===== config.mk =====
export PLATFORM = sky130hd
export DESIGN_NAME = ex_stage
export DESIGN_NICKNAME = d
export VERILOG_FILES = /design/src/rtl/ex_stage.sv
export SDC_FILE = /design/constraint.sdc
export NUM_CORES = 1
export LEC_CHECK = 0
export CORE_MARGIN = 4
export CORE_UTILIZATION = 53
export DETAILED_ROUTE_END_ITERATION = 12
export GPL_TIMING_DRIVEN = 0
export PLACE_DENSITY_LB_ADDON = 0.3
export SYNTH_ARGS = -nofsm -noshare
export SYNTH_HDL_FRONTEND = slang
export SYNTH_SLANG_ARGS = --single-unit

===== constraint.sdc =====
create_clock -name clk -period 2.9 [get_ports clk]
set_clock_uncertainty 0.1 [all_clocks]
set_input_delay 0.58 -clock clk [delete_from_list [all_inputs] [get_ports clk]]
set_output_delay 0.58 -clock clk [all_outputs]
set_load 0.05 [all_outputs]

===== src/rtl/ex_stage.sv =====
// Execute stage: single-cycle ALU ops plus a DATA_W-cycle shift-add multiply that freezes upstream.
// Optional overflow flag enabled by defining EX_OVF_EN; otherwise ovf_out is constant 0.
module ex_stage #(
    parameter int DATA_W = 6,
    parameter int ADR_W  = 6
) (
    input  logic              clk,
    input  logic              rst_n,
    input  logic              in_valid,
    input  logic              halted_in,
    input  logic [ADR_W-1:0]  write_adr_in,
    input  logic [1:0]        alu_inst_in,
    input  logic [DATA_W-1:0] op_a,
    input  logic [DATA_W-1:0] op_b,
    input  logic              data_mem_write_in,
    input  logic              mul_or_add_in,
    output logic              freeze,
    output logic [DATA_W-1:0] result_out,
    output logic [ADR_W-1:0]  write_adr_out,
    output logic              wb_en_out,
    output logic              data_mem_write_out,
    output logic [DATA_W-1:0] mem_wdata_out,
    output logic              halted_out,
    output logic              ovf_out
);

    // state | meaning
    // IDLE  | accepting instructions; ALU ops complete here in one cycle
    // MUL   | shift-add iterations, one multiplier bit per cycle, freeze high
    // DONE  | multiply finished; write back product, upstream advances
    typedef enum logic [1:0] {IDLE, MUL, DONE} state_t;

    localparam int CNT_W = (DATA_W > 1) ? $clog2(DATA_W) : 1;

    state_t              state, state_nxt;
    logic [CNT_W-1:0]    cnt;
    logic [DATA_W-1:0]   mul_a, mul_b;
    logic [ADR_W-1:0]    mul_adr;
    logic [2*DATA_W-1:0] acc;
    logic [DATA_W-1:0]   alu_res;
    logic                accept, start_mul, last_iter;

    assign accept    = (state == IDLE) && in_valid && !halted_out;
    assign start_mul = accept && mul_or_add_in && !halted_in;
    assign last_iter = (cnt == CNT_W'(DATA_W - 1));

    always_comb begin
        alu_res = '0;
        case (alu_inst_in)
            2'b00: alu_res = op_a + op_b;
            2'b01: alu_res = op_a - op_b;
            2'b10: alu_res = op_a & op_b;
            2'b11: alu_res = op_a ^ op_b;
            default: alu_res = '0;
        endcase
    end

`ifdef EX_OVF_EN
    logic [DATA_W:0] sum_ext;
    logic            alu_ovf;
    assign sum_ext = {1'b0, op_a} + {1'b0, op_b};
    always_comb begin
        alu_ovf = 1'b0;
        case (alu_inst_in)
            2'b00: alu_ovf = sum_ext[DATA_W];
            2'b01: alu_ovf = (op_a < op_b);
            default: alu_ovf = 1'b0;
        endcase
    end
`else
    assign ovf_out = 1'b0;
`endif

    always_ff @(posedge clk or negedge rst_n) begin
        if (!rst_n) state <= IDLE;
        else        state <= state_nxt;
    end

    // freeze is gated by rst_n so it drops the moment reset asserts
    always_comb begin
        state_nxt = state;
        freeze    = 1'b0;
        case (state)
            IDLE: begin
                if (start_mul) begin
                    state_nxt = MUL;
                    freeze    = 1'b1;
                end
            end
            MUL: begin
                freeze = 1'b1;
                if (last_iter) state_nxt = DONE;
            end
            DONE:    state_nxt = IDLE;
            default: state_nxt = IDLE;
        endcase
        if (!rst_n) freeze = 1'b0;
    end

    always_ff @(posedge clk or negedge rst_n) begin
        if (!rst_n) begin
            cnt                <= '0;
            acc                <= '0;
            mul_a              <= '0;
            mul_b              <= '0;
            mul_adr            <= '0;
            result_out         <= '0;
            write_adr_out      <= '0;
            wb_en_out          <= 1'b0;
            data_mem_write_out <= 1'b0;
            mem_wdata_out      <= '0;
            halted_out         <= 1'b0;
`ifdef EX_OVF_EN
            ovf_out            <= 1'b0;
`endif
        end else begin
            case (state)
                IDLE: begin
                    if (!accept) begin
                        wb_en_out          <= 1'b0;
                        data_mem_write_out <= 1'b0;
                    end else if (mul_or_add_in) begin
                        wb_en_out          <= 1'b0;
                        data_mem_write_out <= 1'b0;
                        if (halted_in) begin
                            halted_out <= 1'b1;
                        end else begin
                            mul_a   <= op_a;
                            mul_b   <= op_b;
                            mul_adr <= write_adr_in;
                            acc     <= '0;
                            cnt     <= '0;
                        end
                    end else begin
                        result_out         <= alu_res;
                        write_adr_out      <= write_adr_in;
                        mem_wdata_out      <= op_b;
                        data_mem_write_out <= data_mem_write_in && !halted_in;
                        wb_en_out          <= !data_mem_write_in && !halted_in;
                        if (halted_in) halted_out <= 1'b1;
`ifdef EX_OVF_EN
                        ovf_out            <= alu_ovf;
`endif
                    end
                end
                MUL: begin
                    if (mul_b[cnt]) acc <= acc + ({{DATA_W{1'b0}}, mul_a} << cnt);
                    cnt <= cnt + 1'b1;
                end
                DONE: begin
                    result_out         <= acc[DATA_W-1:0];
                    write_adr_out      <= mul_adr;
                    wb_en_out          <= 1'b1;
                    data_mem_write_out <= 1'b0;
`ifdef EX_OVF_EN
                    ovf_out            <= |acc[2*DATA_W-1:DATA_W];
`endif
                end
                default: ;
            endcase
        end
    end

endmodule


## Yosys cells after proc, flatten, opt, wreduce, memory -nomap -nowiden

Index checks and enable logic that the tools add are counted.
W data, S select, Z words.

| storage, ports and cells | value |
|---|---|
| register bits | 56 |
| bits in latches | 0 |
| RAM bits | 0 |
| memory bits (read-only) | 0 |
| output and inout bits | 23 |
| memories kept | 0 |

| cells by class | value |
|---|---|
| add/subtract/negate cells | 4 |
| multiply operators | 0 |
| div/mod/pow operators | 0 |
| order comparisons | 1 |
| equal/unequal tests | 13 |
| shift operators | 1 |
| multiplexer cells | 30 |
| bitwise operators | 4 |
| reductions and logical operators | 20 |

Operator list:

| kind | number |
|---|---|
| $mux W12 | 4 |
| $mux W6 | 4 |
| $pmux W12 S2 | 1 |
| $pmux W6 S2 | 2 |
| $pmux W6 S4 | 1 |
| $ne A2 B2 Y1 const B | 7 |
| $add A12 B12 Y12 | 1 |
| $shl A6 B3 Y12 | 1 |
| $mux W3 | 3 |
| $reduce_and A3 Y1 | 3 |
| $reduce_and A4 Y1 | 2 |
| $mux W1 | 7 |
| $add A6 B6 Y6 | 1 |
| $and A6 B6 Y6 | 1 |
| $eq A2 B2 Y1 const B | 3 |
| $logic_and A1 B1 Y1 | 6 |
| $pmux W1 S2 | 3 |
| $pmux W3 S2 | 1 |
| $sub A6 B6 Y6 | 1 |
| $xor A6 B6 Y6 | 1 |
| $reduce_and A5 Y1 | 1 |
| $eq A2 B1 Y1 const B | 2 |
| $logic_not A2 Y1 | 2 |
| $lt A3 B4 Y1 const B | 1 |
| 9 further kinds | 14 |

## Logic depth before layout (Yosys ltp)

| depth | value |
|---|---|
| word-level depth | 8 |
| depth in mapped cells | 11 |
| gate-level depth less buffers | 11 |

## Worst setup path before layout

No wires, ideal clock.

| timing | value |
|---|---|
| kind | input port to flip-flop |
| from | input alu_inst_in[0] |
| to | register result_out[5] |
| arrival | 2348 ps |
| setup slack | 326 ps |
| stages on the path | 11 |
| cells stage by stage | buf_4 -> nor2b_1 -> nor2_1 -> xnor2_1 -> ha_1 -> o21ai_0 -> a21oi_1 -> o21a_1 -> nor2_1 -> xnor2_1 -> a221o_1 |

| between the ends | value |
|---|---|
| cells in the longest elaborated chain, start to end | 5 |
| elaborated cells between the ends (all ways) | 8 |

Ends and longest elaborated chain:

| element | line | text |
|---|---|---|
| from (decl) | 12 | `input logic [1:0] alu_inst_in,` |
| $eq A2 B2 Y1 (tied with other cells) | 49 | `case (alu_inst_in)` |
| $pmux W6 S4 * | 49 |  |
| $mux W6 * | 122 | `end else if (mul_or_add_in) begin` |
| $mux W6 * | 119 | `if (!accept) begin` |
| $pmux W6 S2 * | 117 | `case (state)` |
| to (signal assigned) | 135 | `result_out <= alu_res;` |
| to (signal assigned) | 151 | `result_out <= acc[DATA_W-1:0];` |
| to (decl) | 18 | `output logic [DATA_W-1:0] result_out,` |

Every way passes the cells marked *; elsewhere a longest branch is shown, timed or not. The select of a mux whose other input is x is not followed.
A chain may end at the register's enable or synchronous reset.

## Worst setup path after layout

| timing | value |
|---|---|
| from | input halted_in |
| to | output freeze |

| between the ends | value |
|---|---|
| cells in the longest elaborated chain, start to end | 5 |

Ends and longest elaborated chain:

| element | line | text |
|---|---|---|
| from (decl) | 10 | `input logic halted_in,` |
| $logic_not A1 Y1 | 44 | `assign start_mul = accept && mul_or_add_in && !halted_in;` |
| $logic_and A1 B1 Y1 | 44 |  |
| $mux W1 | 85 | `if (start_mul) begin` |
| $pmux W1 S2 | 83 | `case (state)` |
| $mux W1 | 97 | `if (!rst_n) freeze = 1'b0;` |
| to (decl) | 17 | `output logic freeze,` |

Every way passes these cells.

==> results.cfg <==
[status]
status = finished, final reports clean

[logic_synthesis]
syn_inst = 291
ys_ff_latch = 50
syn_nets = 338
avgSynthCellArea_um2 = 10.1
synth_top_area_cell = dfrtp_1
yosysTopAreaCellShare = 0.428
seq_area_frac_synth = 0.428
netlist-cell-type-count = 38
synth_area_leaders = dfrtp_1, mux2_2, ha_1, mux2i_1, nand2_1
ys_warn_count = 0
syn-cell-area_um2 = 2930

[placed_design]
gp_congestion = 0.861
place_area_um2 = 3490
place_hpwl_mm = 5.04
io_buffers = 46
pre_cts_ws_ps = -365

[sta]
final_max_slew_viol_count = 0
rsz0062_at_grt = false
finalCritPeriodShare = 0.954
setup_viol = 0
slew_headroom = 0.590
final-hold-violation-count = 0
finalWorstSetupSlack_ps = 134
fmax_mhz = 362
hold_slack_ps = 151
tightest_slew_ps = 610
finalCriticalPeriod_ps = 2770

[cts]
clk_pin_slew_worst_paths_ps = 100
clock-sinks = 50
clock_latency_ps = 320
root_buffer = clkbuf_8
cts_tree = built
cts_inserted_buffers = 5
h-tree-depth = 2
ctsHoldBuffers = 0
cts_buffer_depth = 2

[setup_path]
r2r-start = cnt[0]$_DFFE_PN0P_
crit_required_ps = 2220
reg2reg_depth = 11
crit_arrival_ps = 2090
reg2reg_slack_ps = 240
crit-reg2reg-capture = acc[5]$_DFFE_PN0P_
cp-end-kind = output port
cp-start-kind = input port
crit_fanout = 5
worstSetupStartpoint = halted_in
crit_type = input port to output port

[floorplan]
io_pins = 49
initial_core_util = 0.559
core_area_um2 = 5240
die_x_um = 82.3
design.die.area_um2 = 6770
die_y_um = 82.3
rows = 26

[finish]
syn2layout_area_growth_pct = 23.5
nets = 392
antenna_cells = 0
layout-drive-gt1-share = 0.139
final_util = 0.690
fin_area_um2 = 3610
final_common_cell = dfrtp_1
final_cell_mix = dfrtp_1, clkdlybuf4s50_1, nand2_1, mux2_2, o21ai_0

[hold_path]
hp-class = input port to async pin

[drt]
viasPerCell = 5.53
drtIter0Drc = 123
firstDrtPassIters = 4
wl_per_cell_um = 15.2
drc_errors = 0
wl_mm = 6.33
routed-via-count = 2300
final_antenna_net_count = 0

[global_route]
grt_use_total = 0.210
grt_antenna_before_repair = 0
grt_pass1_wl_mm = 10.8
grt_pass1_vias = 2294
gr-total-overflow = 0
grt_max_degree = 27

[pwr]
p_per_area_nw_per_um2 = 843
totalPowerFinal_mw = 3.05
power_leakage_nw = 1.68
worst_ir_drop_vdd_mv = 0.509

[flow_run]
maxCapViolations = 0
-- how the worst max path moves through the flow --
stage	to	slack (ps)	cells after the start
floorplan	result_out[5]$_DFFE_PN0P_	330	11
global placement	freeze	-1540	4
detailed placement	result_out[4]$_DFFE_PN0P_	-370	11
CTS	result_out[4]$_DFFE_PN0P_	30	11
global route	freeze	20	5
finish	freeze	130	5
-- metrics by stage --
stage          cells  TNS, ps
2_1_floorplan    291        0
3_3_place_gp     407   -17870
3_5_place_dp     408    -1350
4_1_cts          416        0
5_1_grt          416        0
6_report         416        0
-- registers in the layout, summed over array words and instances, names as in the netlist --
name                flops
result_out              6
state                   2
mul_b                   6
data_mem_write_out      1
mem_wdata_out           6
acc                     6
write_adr_out           6
cnt                     3
wb_en_out               1
mul_a                   6
halted_out              1
mul_adr                 6
-- cells by family (layout without fill, tap and decap cells) --
kind of cell	count (synthesis)	after routing	share of synthesized area
AOI/OAI and AO/OA	63	63	0.129
xor gates and xnor gates	12	12	0.0359
adders and majority gates	21	21	0.0949
buffers and inverters	28	83	0.0428
DFF	50	50	0.428
muxes	41	41	0.150
other	1	1	0.00128
and+or+nand+nor	75	75	0.119
-- Yosys cell counts, drive strengths merged --
cell    count
nor2b       3
a21oi      14
inv        14
a211oi      4
nor3b       1
nand2      31
nand4       1
a22o        3
mux2       23
nor2       16
fa          2
and2        2
ha         19
o21a        1
xor2        7
or3         2
dfrtp      50
mux2i      18
a21o        4
o21ai      25
and3        2
o21bai      1
xnor2       5
o22ai       3
clkbuf      7
nand2b      7
o31ai       4
nor4bb      1
buf         7
a221o       1
or2         2
conb        1
nor3        7
a31o        1
a31oi       2
-- area by class of cell --
type | instances | area (um^2)
Buffer | 14 | 72.6
Multi-Input combinational cell | 213 | 1570
Tap cell | 70 | 87.6
Inverter | 14 | 52.6
Clock buffer | 5 | 68.8
Sequential cell | 50 | 1250
Clock inverter | 3 | 28.8
Timing Repair Buffer | 47 | 482
Fill cell | 411 | 1620
-- per-layer routing --
layer | GRT usage | vias up | share of wire
met3 | 0.0412 | 14 | 0.063
met1 | 0.287 | 1101 | 0.45
met2 | 0.328 | 63 | 0.47
met5 | 0 | - | 0
li1 | - | 1122 | -
met4 | 0.0797 | 0 | 0.020
-- power breakdown --
| group | total, mW | internal [mW] | switching [mW] |
|---|---|---|---|
| clock | 0.445 | 0.181 | 0.264 |
| combinational | 1.52 | 0.592 | 0.932 |
| sequential | 1.08 | 0.917 | 0.160 |
| total | 3.05 | 1.69 | 1.36 |
-- what timing repair did --
| item | 4_1_cts | 5_1_grt |
|---|---|---|
| endpoints found under the setup margin | 2 | 3 |
| resized for setup | 4 | 8 |
| setup buffers | 0 | 0 |
| pin swaps | 0 | 1 |
-- worst max-delay path, stage by stage --
cell and delay, ps:
clkdlybuf4s50_1 470, nor4bb_2 350, o21bai_1 190, nor2_1 120
clkdlybuf4s15_2 370
Power figures use the tool's default switching activity.
